### config.mk
export PLATFORM = sky130hd
export DESIGN_NAME = xm_uart_rx_flat
export DESIGN_NICKNAME = d
export VERILOG_FILES = /design/src/rtl/xm_uart_rx_pkg.sv /design/src/rtl/xm_uart_rx_if.sv /design/src/rtl/xm_uart_baud_tick.sv /design/src/rtl/xm_uart_rx.sv /design/src/flat_wrapper.sv
export SDC_FILE = /design/constraint.sdc
export NUM_CORES = 1
export LEC_CHECK = 0
export ABC_AREA = 1
export CAP_MARGIN = 20
export CORE_UTILIZATION = 40
export DETAILED_ROUTE_END_ITERATION = 12
export GPL_TIMING_DRIVEN = 1
export SLEW_MARGIN = 5
export SYNTH_ARGS = -nofsm -noshare
export SYNTH_HDL_FRONTEND = slang
export SYNTH_SLANG_ARGS = --single-unit
### constraint.sdc
create_clock -name clk -period 3.4 [get_ports clk]
set_input_delay 0.85 -clock clk [delete_from_list [all_inputs] [get_ports clk]]
set_output_delay 0.85 -clock clk [all_outputs]
set_load 0.01 [all_outputs]
### src/rtl/xm_uart_rx_pkg.sv
// Definitions shared by the UART receiver and transmitter: FSM states, baud divider table
// and line levels.
package xm_uart_rx_pkg;

    typedef enum logic [1:0] {
        StIdle,
        StStart,
        StData,
        StStop
    } uart_state_e;

    localparam int unsigned DIV_W = 9;

    // Divider terminal count per baud_set; one sample tick every DR+1 clocks at 50 MHz.
    localparam logic [DIV_W-1:0] DR_9600   = 9'd324;
    localparam logic [DIV_W-1:0] DR_19200  = 9'd162;
    localparam logic [DIV_W-1:0] DR_38400  = 9'd80;
    localparam logic [DIV_W-1:0] DR_57600  = 9'd53;
    localparam logic [DIV_W-1:0] DR_115200 = 9'd26;

    localparam logic START_BIT = 1'b0;
    localparam logic STOP_BIT  = 1'b1;

    // Sub-sample indices of the mid-bit majority vote.
    localparam int unsigned SAMP_FIRST = 7;
    localparam int unsigned SAMP_MID   = 8;
    localparam int unsigned SAMP_LAST  = 9;

    function automatic logic [DIV_W-1:0] baud_dr(input logic [2:0] baud_set);
        logic [DIV_W-1:0] dr;
        case (baud_set)
            3'd1:    dr = DR_19200;
            3'd2:    dr = DR_38400;
            3'd3:    dr = DR_57600;
            3'd4:    dr = DR_115200;
            default: dr = DR_9600;
        endcase
        return dr;
    endfunction

    function automatic logic maj3(input logic a, input logic b, input logic c);
        return (a & b) | (a & c) | (b & c);
    endfunction

endpackage

### src/rtl/xm_uart_rx_if.sv
// Line-side and user-side signals of the UART receiver; master drives the line and baud select.
interface xm_uart_rx_if;

    logic [2:0] baud_set;
    logic       rs232_rx;
    logic [7:0] data_byte;
    logic       rx_done;
    logic       frame_err;
    logic       uart_state;

    modport master (
        output baud_set,
        output rs232_rx,
        input  data_byte,
        input  rx_done,
        input  frame_err,
        input  uart_state
    );

    modport slave (
        input  baud_set,
        input  rs232_rx,
        output data_byte,
        output rx_done,
        output frame_err,
        output uart_state
    );

endinterface

### src/rtl/xm_uart_baud_tick.sv
// 16x oversampling tick generator; the divider is latched at frame start so baud changes
// mid-frame have no effect.
module xm_uart_baud_tick
    import xm_uart_rx_pkg::*;
(
    input  logic       clk,
    input  logic       rst,
    input  logic [2:0] i_baud_set,
    input  logic       i_start,
    input  logic       i_run,
    output logic       o_samp_tick
);

    logic [DIV_W-1:0] r_dr;
    logic [DIV_W-1:0] r_div_cnt;
    logic             w_wrap;

    assign w_wrap      = (r_div_cnt == r_dr);
    assign o_samp_tick = i_run && w_wrap;

    always_ff @(posedge clk or negedge rst) begin
        if (!rst) begin
            r_dr      <= DR_9600;
            r_div_cnt <= '0;
        end else begin
            if (i_start) begin
                r_dr <= baud_dr(i_baud_set);
            end
            if (!i_run || i_start || w_wrap) begin
                r_div_cnt <= '0;
            end else begin
                r_div_cnt <= r_div_cnt + 1'b1;
            end
        end
    end

endmodule

### src/rtl/xm_uart_rx.sv
// 8N1 UART receiver: input synchronizer, falling-edge start detect, 3-sample mid-bit vote,
// false-start rejection and framing-error flag.
module xm_uart_rx
    import xm_uart_rx_pkg::*;
#(
    parameter int unsigned OSR         = 16,
    parameter int unsigned SYNC_STAGES = 2
) (
    input logic          clk,
    input logic          rst,
    xm_uart_rx_if.slave  rx_if
);

    localparam int unsigned SUB_W = $clog2(OSR);

    logic [SYNC_STAGES-1:0] r_sync;
    logic                   r_rx_prev;
    uart_state_e            r_state;
    logic [SUB_W-1:0]       r_sub_cnt;
    logic [2:0]             r_bit_cnt;
    logic [1:0]             r_samp;
    logic [7:0]             r_shift;
    logic [7:0]             r_data_byte;
    logic                   r_rx_done;
    logic                   r_frame_err;
    logic                   r_uart_state;

    logic w_rx;
    logic w_start_edge;
    logic w_samp_tick;
    logic w_vote;
    logic w_at_vote;
    logic w_at_wrap;

    assign w_rx         = r_sync[SYNC_STAGES-1];
    assign w_start_edge = (r_state == StIdle) && r_rx_prev && !w_rx;
    assign w_vote       = maj3(r_samp[0], r_samp[1], w_rx);
    assign w_at_vote    = w_samp_tick && (r_sub_cnt == SUB_W'(SAMP_LAST));
    assign w_at_wrap    = w_samp_tick && (r_sub_cnt == SUB_W'(OSR - 1));

    xm_uart_baud_tick u_baud_tick (
        .clk         (clk),
        .rst         (rst),
        .i_baud_set  (rx_if.baud_set),
        .i_start     (w_start_edge),
        .i_run       (r_uart_state),
        .o_samp_tick (w_samp_tick)
    );

    always_ff @(posedge clk or negedge rst) begin
        if (!rst) begin
            r_sync       <= '1;
            r_rx_prev    <= 1'b1;
            r_state      <= StIdle;
            r_sub_cnt    <= '0;
            r_bit_cnt    <= '0;
            r_samp       <= '0;
            r_shift      <= '0;
            r_data_byte  <= '0;
            r_rx_done    <= 1'b0;
            r_frame_err  <= 1'b0;
            r_uart_state <= 1'b0;
        end else begin
            r_sync      <= {r_sync[SYNC_STAGES-2:0], rx_if.rs232_rx};
            r_rx_prev   <= w_rx;
            r_rx_done   <= 1'b0;
            r_frame_err <= 1'b0;

            if (w_samp_tick) begin
                r_sub_cnt <= w_at_wrap ? '0 : r_sub_cnt + 1'b1;
                if (r_sub_cnt == SUB_W'(SAMP_FIRST)) r_samp[0] <= w_rx;
                if (r_sub_cnt == SUB_W'(SAMP_MID))   r_samp[1] <= w_rx;
            end

            case (r_state)
                StIdle: begin
                    if (w_start_edge) begin
                        r_state      <= StStart;
                        r_uart_state <= 1'b1;
                        r_sub_cnt    <= '0;
                    end
                end
                StStart: begin
                    if (w_at_vote && (w_vote != START_BIT)) begin
                        r_state      <= StIdle;
                        r_uart_state <= 1'b0;
                    end else if (w_at_wrap) begin
                        r_state   <= StData;
                        r_bit_cnt <= '0;
                    end
                end
                StData: begin
                    // Right shift: the first (LSB) bit ends up in r_shift[0].
                    if (w_at_vote) begin
                        r_shift <= {w_vote, r_shift[7:1]};
                    end
                    if (w_at_wrap) begin
                        r_bit_cnt <= r_bit_cnt + 3'd1;
                        if (r_bit_cnt == 3'd7) begin
                            r_state <= StStop;
                        end
                    end
                end
                StStop: begin
                    // Leave at mid-stop so a back-to-back start edge is still seen in idle.
                    if (w_at_vote) begin
                        if (w_vote == STOP_BIT) begin
                            r_data_byte <= r_shift;
                            r_rx_done   <= 1'b1;
                        end else begin
                            r_frame_err <= 1'b1;
                        end
                        r_state      <= StIdle;
                        r_uart_state <= 1'b0;
                    end
                end
                default: begin
                    r_state      <= StIdle;
                    r_uart_state <= 1'b0;
                end
            endcase
        end
    end

    assign rx_if.data_byte  = r_data_byte;
    assign rx_if.rx_done    = r_rx_done;
    assign rx_if.frame_err  = r_frame_err;
    assign rx_if.uart_state = r_uart_state;

endmodule

### src/flat_wrapper.sv
// flat-port wrapper written by rule: the top's interface ports become plain ports
module xm_uart_rx_flat import xm_uart_rx_pkg::*;
#(
    parameter int unsigned OSR         = 16,
    parameter int unsigned SYNC_STAGES = 2
)
  (clk, rst, rx_if_baud_set, rx_if_rs232_rx, rx_if_data_byte, rx_if_rx_done, rx_if_frame_err, rx_if_uart_state);
  xm_uart_rx_if rx_if_i ();
  input logic clk;
  input logic rst;
  input wire logic [$bits(rx_if_i.baud_set)-1:0] rx_if_baud_set;
  input wire logic [$bits(rx_if_i.rs232_rx)-1:0] rx_if_rs232_rx;
  output wire logic [$bits(rx_if_i.data_byte)-1:0] rx_if_data_byte;
  output wire logic [$bits(rx_if_i.rx_done)-1:0] rx_if_rx_done;
  output wire logic [$bits(rx_if_i.frame_err)-1:0] rx_if_frame_err;
  output wire logic [$bits(rx_if_i.uart_state)-1:0] rx_if_uart_state;
  assign rx_if_i.baud_set = rx_if_baud_set;
  assign rx_if_i.rs232_rx = rx_if_rs232_rx;
  assign rx_if_data_byte = rx_if_i.data_byte;
  assign rx_if_rx_done = rx_if_i.rx_done;
  assign rx_if_frame_err = rx_if_i.frame_err;
  assign rx_if_uart_state = rx_if_i.uart_state;
  xm_uart_rx #(.OSR(OSR), .SYNC_STAGES(SYNC_STAGES)) u_core (.clk(clk), .rst(rst), .rx_if(rx_if_i));
endmodule
==> metrics.md, run 1 <==
| Metric | Value |
|---|---|
| Status | complete, no violations |
| Die outline area | 6370 um^2 |
| Startpoint Class | flip-flop |
| Core area | 5680 um^2 |
| Worst Hold Class | reg2reg |
| Yosys warning total | 0 |
| Post-DP Area | 2650 um^2 |
| Switching power | 0.000543 W |
| R2R Setup Slk | 1.52 ns |
| Worst-Skew Late Latency | 0.31 ns |
| PD cells | 568 nW/um^2 |
| IO Pins | 17 |
| Share of cells above drive strength 1 | 13.6% |
| Initial DRC Count | 118 |
| Post-Place Cells | 358 |
| Reg clk slew, reported paths | 0.09 ns |
| Final nets | 305 |
| Seq/Total Area, Yosys | 53.0% |
| Cell family with most CP delay | buffers and inverters |
| Setup TNS | 0 ns |
| CTS tree | done |
| Clk pwr share | 23.7% |
| Final HPWL from detailed placement | 2930 um |
| Final Skew | 0.0114 ns |
| Logic pwr share | 26.4% |
| Sequential Power Share | 49.8% |
| Critical Path RT | 2.55 ns |
| Worst path bufs/invs | 1 |
| Hold Crit Endpoint | u_core.r_sync[1]$_DFF_PN1_ |
| Post-cts sizing count | 0 |
| Design area | 2750 um^2 |
| Relative slew margins | 57.3% |
| Die width | 79.8 um |
| Deepest clock path buffer count | 2 |
| ANT cells | 0 |
| Max_cap viols | 0 |
| R2R Path Start | u_core.r_sync[1]$_DFF_PN1_ |
| Post-Syn Instances | 272 |
| Post-Route WL | 4100 um |
| Int Power | 0.00102 W |
| Critical path class | reg2out |
| TritonCTS Sinks | 51 |
| Final setup fails | 0 |
| First-pass GRT wire length | 7170 um |
| Power, Total | 0.00156 W |
| Worst Hold Depth | 0 |
| Clock Tree Root | clkbuf_8 |
| Row count | 27 |
| Postcts setup bufs | 0 |
| Critical-path cell with the highest stage delay | clkdlybuf4s50_1 |
| Worst-path fanout max | 6 |
| Yosys reg bits | 51 |
| Period utilization | 64.9% |
| Critical Path Max Stage Delay | 0.58 ns |
| Die H | 79.8 um |
| Count of cell types in the netlist | 33 |
| CTS Hold Bufs | 0 |
| Overflow left after global routing | 0 |
| DRC | 0 |
| Syn_area_per_cell | 8.91 um^2 |
| PortBufs | 16 |
| Mapped cell area | 2420 um^2 |
| GRT Util Overall | 14.7% |
| Largest net degree at the start of global routing | 52 |
| Peak supply drop | 251 uV |
| CP arrival | 1.36 ns |
| Final Max Slew Viols | 0 |
| DR vias | 1738 |
| CP endpoint kind | output port |
| Syn_nets | 284 |
| Critical-path cell list | clkdlybuf4s50_1 |
| Final hold violations | 0 |
| Routed length per placed instance | 11.2 um |
| Critical path depth | 1 |
| DRT Pass-1 Iters | 5 |
| Initial antenna violation count | 0 |
| Worst r2r dst | u_core.u_baud_tick.r_div_cnt[2]$_DFF_PN0_ |
| Cts bufs inserted | 5 |
| Total leakage power | 1.33 nW |
| Final non-filler cell total | 366 |
| # fillers | 539 |
| Max H-tree Level | 2 |
| Max Clk Rate | 0.453 GHz |
| Final min period | 2.21 ns |
| DR vias/cell | 4.75 |
| Starting Density | 42.7% |
| RD Place Congestion | 0.781 |
| Switch share | 34.7% |
| Slew @ Worst Pin | 0.640 ns |
| P&R area growth vs syn | 13.6% |
| Final Util | 48.5% |
| Min-delay src | u_core.r_sync[0]$_DFF_PN1_ |
| Vias in the first global route | 1589 |
| FF-to-FF path depth | 4 |
| Post-route ant nets | 0 |
| RSZ-0062 raised after global routing | false |
area by class of cell:
type / instances / area [um^2] / area share (%)
Sequential cell: 51 / 1280 / 46.7
Multi-Input combinational cell: 180 / 973 / 35.4
Timing Repair Buffer: 17 / 163 / 5.91
Inverter: 38 / 143 / 5.18
Clock buffer: 6 / 82.6 / 3.00
Tap cell: 72 / 90.1 / 3.27
Clock inverter: 2 / 16.3 / 0.591
cell usage in the layout (no fill, tap or decap), types with 2 or more instances in the layout:
cell              n
and3_1            3
nor2_1           20
xnor2_1           3
nor2_2            4
inv_2             3
a21oi_1          10
nor3b_1           3
nand4_1           4
xor2_1            2
dfrtp_1          45
nor2_4            2
clkdlybuf4s50_1  15
ha_1              6
inv_1            34
clkbuf_8          6
nand3_1           9
dfstp_2           6
nor3_1            7
nand2_1          73
nand2_2           4
o21ai_2           7
o21ai_0          14
Yosys cell counts:
cell type   n  area share [%]
inv_1      34             5.3
nand3_1     9             1.9
a21oi_1    10             2.1
nor3b_1     3            0.93
nand2_2     4             1.0
buf_6       1            0.46
inv_2       3            0.46
nor2_4      2            0.93
maj3_1      1            0.41
o21ai_2     7             2.5
xor2_1      2            0.72
nand2_1    73              11
o21ai_0    14             2.9
and3_1      3            0.77
o211ai_1    1            0.31
clkinv_1    1            0.15
o311ai_0    1            0.36
nand4_2     1            0.52
o31ai_1     1            0.31
dfstp_2     6             6.5
nand3_2     1            0.41
nand4_4     1            0.88
nor3_1      7             1.4
xnor2_1     3             1.1
ha_1        6             3.1
buf_4       1            0.31
clkbuf_1    1            0.15
nor2_2      4             1.0
nor2_1     20             3.1
nand4_1     4             1.0
dfrtp_1    45              46
o21a_1      1            0.31
nor2_8      1            0.83
registers in the layout (all words and copies together) (netlist names), named ones only:
signal / flops
u_core.r_bit_cnt: 3
u_core.r_samp: 2
u_core.rx_if.uart_state: 1
u_core.u_baud_tick.r_div_cnt: 9
u_core.rx_if.rx_done: 1
u_core.r_shift: 8
u_core.rx_if.data_byte: 8
u_core.r_sub_cnt: 4
u_core.r_state: 1
u_core.r_rx_prev: 1
u_core.r_sync: 2
u_core.u_baud_tick.r_dr: 9
u_core.rx_if.frame_err: 1
metal layers:
metal / global-route usage, % / vias to the layer above / routed length [um]
li1: - / 906 / -
met1: 20.2 / 807 / 2100
met2: 22.4 / 20 / 1840
met3: 3.43 / 5 / 114
met4: 5.36 / 0 / 53
met5: 0 / - / 0
power groups by stage:
stage	sequential (W)	clock [W]	combinational, W
after floorplan	0.000775	0	0.000324
after global placement	0.000792	0	0.000410
after detailed placement	0.000792	0	0.000418
after CTS	0.000780	0.000385	0.000419
after global routing	0.000794	0.000408	0.000481
final	0.000779	0.000371	0.000413
metrics by stage:
step                hold WS (ns)  worst slack [ns]
CTS                        0.363              1.17
detailed placement         0.349              1.27
global route               0.364              1.14
finish                     0.361              1.19
global placement           0.345              1.31
floorplan                  0.345              1.77
worst max path at each step:
stage | start | end | slack [ns]
after floorplan | u_core.u_baud_tick.r_dr[2]$_DFFE_PN1P_ | u_core.r_bit_cnt[0]$_DFFE_PN0P_ | 1.77
after global placement | rx_if_baud_set[2] | u_core.u_baud_tick.r_dr[6]$_DFFE_PN1P_ | 1.31
after detailed placement | rx_if_baud_set[2] | u_core.u_baud_tick.r_dr[6]$_DFFE_PN1P_ | 1.27
after CTS | u_core.rx_if.uart_state$_DFFE_PN0P_ | rx_if_uart_state | 1.17
after global routing | u_core.rx_if.uart_state$_DFFE_PN0P_ | rx_if_uart_state | 1.14
final | u_core.rx_if.uart_state$_DFFE_PN0P_ | rx_if_uart_state | 1.19
kinds of logic after synthesis:
family | synth area share [%]
flops | 53.0
fa+ha+maj | 3.51
xor+xnor | 1.81
simple gates | 26.1
buf+inv | 6.82
compound gates | 8.78
No activity file was read; power rests on OpenSTA's default activity.
==> run 2, diff against run 1 <==
==> constraint.sdc (replaced) <==
create_clock -name clk -period 2.3 [get_ports clk]
set_input_delay 0.575 -clock clk [delete_from_list [all_inputs] [get_ports clk]]
set_output_delay 0.575 -clock clk [all_outputs]
set_load 0.01 [all_outputs]
==> metrics.md, run 2 (same netlist as run 1, synthesis figures left out) <==
| Metric | Value |
|---|---|
| Critical Path Max Stage Delay | 0.58 ns |
| Critical-path cell with the highest stage delay | clkdlybuf4s50_1 |
| Slew @ Worst Pin | 0.545 ns |
| Crit. Startpoint | u_core.rx_if.uart_state$_DFFE_PN0P_ |
| Setup TNS | 0 ns |
| Postcts setup bufs | 0 |
| CP endpoint kind | output port |
| Peak supply drop | 419 uV |
| CTS Hold Bufs | 0 |
| Biggest regs | u_core.u_baud_tick.r_div_cnt (9), u_core.u_baud_tick.r_dr (9) |
| Max Clk Rate | 0.519 GHz |
| DR vias/cell | 4.69 |
| Period utilization | 83.8% |
| Status | complete, no violations |
| Total leakage power | 1.35 nW |
| IO Pins | 17 |
| DP Worst Slack | 0.446 ns |
| Critical path class | reg2out |
| Routed length per placed instance | 11.3 um |
| Core area | 5680 um^2 |
| P&R area growth vs syn | 15.2% |
| ANT cells | 0 |
| Register Area | 1280 um^2 |
| TritonCTS Sinks | 51 |
| Commonest non-fill, non-tap cell in the layout | nand2_1 |
| Final HPWL from detailed placement | 3060 um |
| Final setup fails | 0 |
| Initial DRC Count | 104 |
| Deepest clock path buffer count | 2 |
| RD Place Congestion | 0.845 |
| Clk pwr share | 26.5% |
| Int Power | 0.00162 W |
| Final Util | 49.2% |
| Share of cells above drive strength 1 | 13.9% |
| Die width | 79.8 um |
| Switch share | 32.6% |
| Setup ws final | 0.372 ns |
| Post-cts sizing count | 0 |
| Die H | 79.8 um |
| Vias in the first global route | 1557 |
| Switching power | 0.000785 W |
| CP arrival | 1.35 ns |
| DRC | 0 |
| Final Skew | 0.0118 ns |
| Relative slew margins | 63.7% |
| Final Max Slew Viols | 0 |
| DR vias | 1722 |
| CTS tree | done |
| Starting Density | 42.7% |
| Cts bufs inserted | 5 |
| PortBufs | 16 |
| Worst path bufs/invs | 1 |
| Die outline area | 6370 um^2 |
| Initial antenna violation count | 0 |
| Worst Hold Class | in2async |
| Max H-tree Level | 2 |
| Sequential Power Share | 47.9% |
| Largest net degree at the start of global routing | 30 |
| Logic pwr share | 25.7% |
| Post-route ant nets | 0 |
| Multi-input combinational cell area | 973 um^2 |
| Final hold violations | 0 |
| First-pass GRT wire length | 7220 um |
| Worst-Skew Late Latency | 0.30 ns |
| RSZ-0062 raised after global routing | false |
| Final nets | 306 |
| Critical Path RT | 1.73 ns |
| Row count | 27 |
| DRT Pass-1 Iters | 4 |
| Max_cap viols | 0 |
| Cell family with most CP delay | buffers and inverters |
| Final min period | 1.93 ns |
| Clock Tree Root | clkbuf_8 |
| PD cells | 863 nW/um^2 |
| Startpoint Class | flip-flop |
| Post-Route WL | 4140 um |
| # fillers | 541 |
| GRT Util Overall | 14.8% |
| Commonest non-fill, non-tap cells in the layout | nand2_1, dfrtp_1, inv_1, nor2_1, clkdlybuf4s50_1 |
| Overflow left after global routing | 0 |
| Critical-path cell list | clkdlybuf4s50_1 |
| Reg clk slew, reported paths | 0.09 ns |
| Min Hold Slack | 0.250 ns |
| Worst-path fanout max | 6 |
[run 2: cell types whose count changed in the layout (fill, tap and decap cells not counted)]
cell | previous run | this run
buf_12 | 0 | 1
bufinv_16 | 0 | 1
clkinv_2 | 0 | 1
clkinv_4 | 1 | 0
clkinvlp_4 | 1 | 0
[run 2: final cells by class]
type / count / area share, %
clock buffer: 6 / 2.96
multi-input combinational: 180 / 34.9
timing repair buffer: 18 / 6.55
inverter: 38 / 5.11
sequential: 51 / 46.0
tap: 72 / 3.23
clock inverter: 2 / 1.26
[run 2: worst register-to-register path, delay by kind of cell (launching register included)]
kind,cells,cell delay (ns)
buffers and inverters,1,0.29
and+or+nand+nor,4,0.88
AOI/OAI and AO/OA,1,0.11
DFF,1,0.43
[run 2: worst paths after layout]
kind	endpoint	slack, ns	cells past startpoint
worst max register to register	u_core.u_baud_tick.r_dr[6]$_DFFE_PN1P_	0.48	6
worst min register to register	u_core.r_sync[1]$_DFF_PN1_	0.36	0
max in group asynchronous	u_core.u_baud_tick.r_div_cnt[2]$_DFF_PN0_	1.51	2
worst min-delay path	u_core.u_baud_tick.r_dr[7]$_DFFE_PN0P_	0.25	1
worst max-delay path	rx_if_uart_state	0.37	1
min in group clk	u_core.r_sync[1]$_DFF_PN1_	0.36	0
[run 2: layer usage]
metal | vias up | global-route usage (%) | routed length, um
li1 | 904 | - | -
met1 | 795 | 20.9 | 2160
met2 | 18 | 22.3 | 1810
met3 | 5 | 3.43 | 121
met4 | 0 | 4.82 | 41
met5 | - | 0 | 0
[run 2: per-stage QoR]
step	cells	cell area [um^2]	power, W
floorplan	272	2420	0.00162
global placement	359	2670	0.00179
detailed placement	359	2670	0.00179
CTS	367	2790	0.00244
global route	367	2790	0.00259
finish	367	2790	0.00241
[run 2: power by group through the flow]
stage / sequential, W / clock (W) / combinational (W)
6_report: 0.00115 / 0.000637 / 0.000618
3_5_place_dp: 0.00117 / 0 / 0.000624
5_1_grt: 0.00117 / 0.000703 / 0.000718
2_1_floorplan: 0.00115 / 0 / 0.000479
4_1_cts: 0.00115 / 0.000659 / 0.000626
3_3_place_gp: 0.00117 / 0 / 0.000622
==> run 3, diff against run 2 <==
==> constraint.sdc (replaced) <==
create_clock -name clk -period 1.8 [get_ports clk]
set_input_delay 0.45 -clock clk [delete_from_list [all_inputs] [get_ports clk]]
set_output_delay 0.45 -clock clk [all_outputs]
set_load 0.01 [all_outputs]
==> metrics.md, run 3 (same netlist as run 1, synthesis figures left out) <==
| Metric | Value |
|---|---|
| Status | complete, no violations |
| CTS Hold Bufs | 0 |
| Clk pwr share | 21.6% |
| Initial DRC Count | 92 |
| Critical-path cell with the highest stage delay | dfstp_2 |
| Logic pwr share | 32.4% |
| Share of cells above drive strength 1 | 23.5% |
| Largest net degree at the start of global routing | 52 |
| Max Clk Rate | 0.557 GHz |
| Vias in the first global route | 1750 |
| Power, Total | 0.00322 W |
| Final min period | 1.80 ns |
| Final nets | 318 |
| Final Skew | 0.0132 ns |
| Critical path class | reg2reg |
| Critical-path cell list | inv_2 -> nand2_2 -> nand2_2 -> nor2_4 -> nand3_2 -> nor2_4 -> nand3_4 -> nand2_2 -> nand2_2 -> nor2_4 -> nand3_2 -> nand2_1 -> nand2_1 |
| Critical Path Max Stage Delay | 0.55 ns |
| PortBufs | 16 |
| Biggest regs | u_core.u_baud_tick.r_div_cnt (9), u_core.u_baud_tick.r_dr (9) |
| Post-route ant nets | 0 |
| CTS tree | done |
| Reg clk slew, reported paths | 0.10 ns |
| Period utilization | 99.8% |
| CP arrival | 2.00 ns |
| Worst-Skew Late Latency | 0.31 ns |
| Worst-path fanout max | 4 |
| Max H-tree Level | 2 |
| R2R Path Start | u_core.u_baud_tick.r_dr[2]$_DFFE_PN1P_ |
| Die width | 79.8 um |
| Critical Path RT | 2.00 ns |
| Deepest clock path buffer count | 2 |
| Min Hold Slack | 0.108 ns |
| Core area | 5680 um^2 |
| Worst path bufs/invs | 1 |
| Int Power | 0.00205 W |
| Post-Route WL | 4390 um |
| RSZ-0062 raised after global routing | true |
| Slew @ Worst Pin | 0.372 ns |
| P&R area growth vs syn | 22.1% |
| Commonest non-fill, non-tap cells in the layout | nand2_1, dfrtp_1, inv_1, nor2_1 |
| Most frequent CP cell | nand2_2 |
| DRC | 0 |
| CP endpoint kind | flip-flop |
| Relative slew margins | 75.1% |
| Final HPWL from detailed placement | 3070 um |
| Die outline area | 6370 um^2 |
| ANT cells | 0 |
| Clock Tree Root | clkbuf_8 |
| RD Place Congestion | 0.841 |
| Max_cap viols | 0 |
| Total leakage power | 1.42 nW |
| Final setup fails | 0 |
| Initial antenna violation count | 0 |
| DRT Pass-1 Iters | 4 |
| DR vias | 1791 |
| Commonest non-fill, non-tap cell in the layout | nand2_1 |
| Crit. Startpoint | u_core.u_baud_tick.r_dr[2]$_DFFE_PN1P_ |
| Startpoint Class | flip-flop |
| IO Pins | 17 |
| Final Util | 52.1% |
| First-pass GRT wire length | 7770 um |
| Cts bufs inserted | 5 |
| Switching power | 0.00117 W |
| Peak supply drop | 427 uV |
| Critical path depth | 13 |
| Overflow left after global routing | 0 |
| PD cells | 1090 nW/um^2 |
| Sequential Power Share | 46.0% |
| R2R Setup Slk | 0.004 ns |
| Starting Density | 42.7% |
| Final hold violations | 0 |
| Switch share | 36.4% |
| DR vias/cell | 4.73 |
| Setup TNS | 0 ns |
| Cell family with most CP delay | simple AND/OR/NAND/NOR gates |
| TritonCTS Sinks | 51 |
| Routed length per placed instance | 11.6 um |
| Final Max Slew Viols | 0 |
| Row count | 27 |
| Die H | 79.8 um |
| FF-to-FF path depth | 13 |
| GRT Util Overall | 15.9% |
| Worst Hold Class | in2async |
-- run 3: cell types whose count changed in the layout (fill, tap and decap cells not counted), sizes merged --
cell	before	now
buf	3	15
bufinv	1	0
clkinv	2	1
inv	37	38
clkbuf	6	7
clkdlybuf4s50	15	14
dlymetal6s2s	0	1
-- run 3: final cells by class --
class	count	area, um^2
Clock buffer	7	86.3
Inverter	38	148
Tap cell	72	90.1
Clock inverter	1	8.76
Timing Repair Buffer	30	275
Sequential cell	51	1280
Fill cell	538	2720
Multi-Input combinational cell	180	1060
-- run 3: timing repair --
| item | CTS | global route |
|---|---|---|
| endpoints found under the hold margin | 0 | 0 |
| buffers inserted | 0 | 6 |
| setup endpoints to repair | 11 | 27 |
| gates cloned | 0 | 0 |
| gates resized for setup | 4 | 27 |
| pin swaps | 0 | 18 |
-- run 3: worst min-delay path by stage --
stage,from,to,slack (ns)
after CTS,rst,u_core.u_baud_tick.r_div_cnt[1]$_DFF_PN0_,0.12
after global routing,rst,u_core.u_baud_tick.r_div_cnt[0]$_DFF_PN0_,0.13
final,rst,u_core.u_baud_tick.r_div_cnt[1]$_DFF_PN0_,0.11
after floorplan,rst,asynchronous set/reset pin,0.15
after detailed placement,u_core.r_sync[0]$_DFF_PN1_,u_core.r_sync[1]$_DFF_PN1_,0.35
after global placement,u_core.r_sync[0]$_DFF_PN1_,u_core.r_sync[1]$_DFF_PN1_,0.35
-- run 3: per-stage QoR --
step                worst slack, ns  area, um^2  instances
floorplan                     0.170        2420        272
global placement           0.000751        2720        365
detailed placement          -0.0344        2720        365
CTS                         0.00781        2820        373
global route                 -0.122        2960        379
finish                      0.00367        2960        379
-- run 3: power by group through the flow --
stage	Combinational [W]	Clock (W)	Sequential, W
finish	0.00104	0.000694	0.00148
global route	0.00119	0.000764	0.00151
CTS	0.000828	0.000717	0.00147
detailed placement	0.000812	0	0.00149
global placement	0.000795	0	0.00149
floorplan	0.000612	0	0.00146
-- run 3: metal layers --
layer	GRT usage [%]	routed length (um)
met5	0	0
met4	6.07	72
met3	3.54	124
met2	25.0	2040
met1	21.4	2150
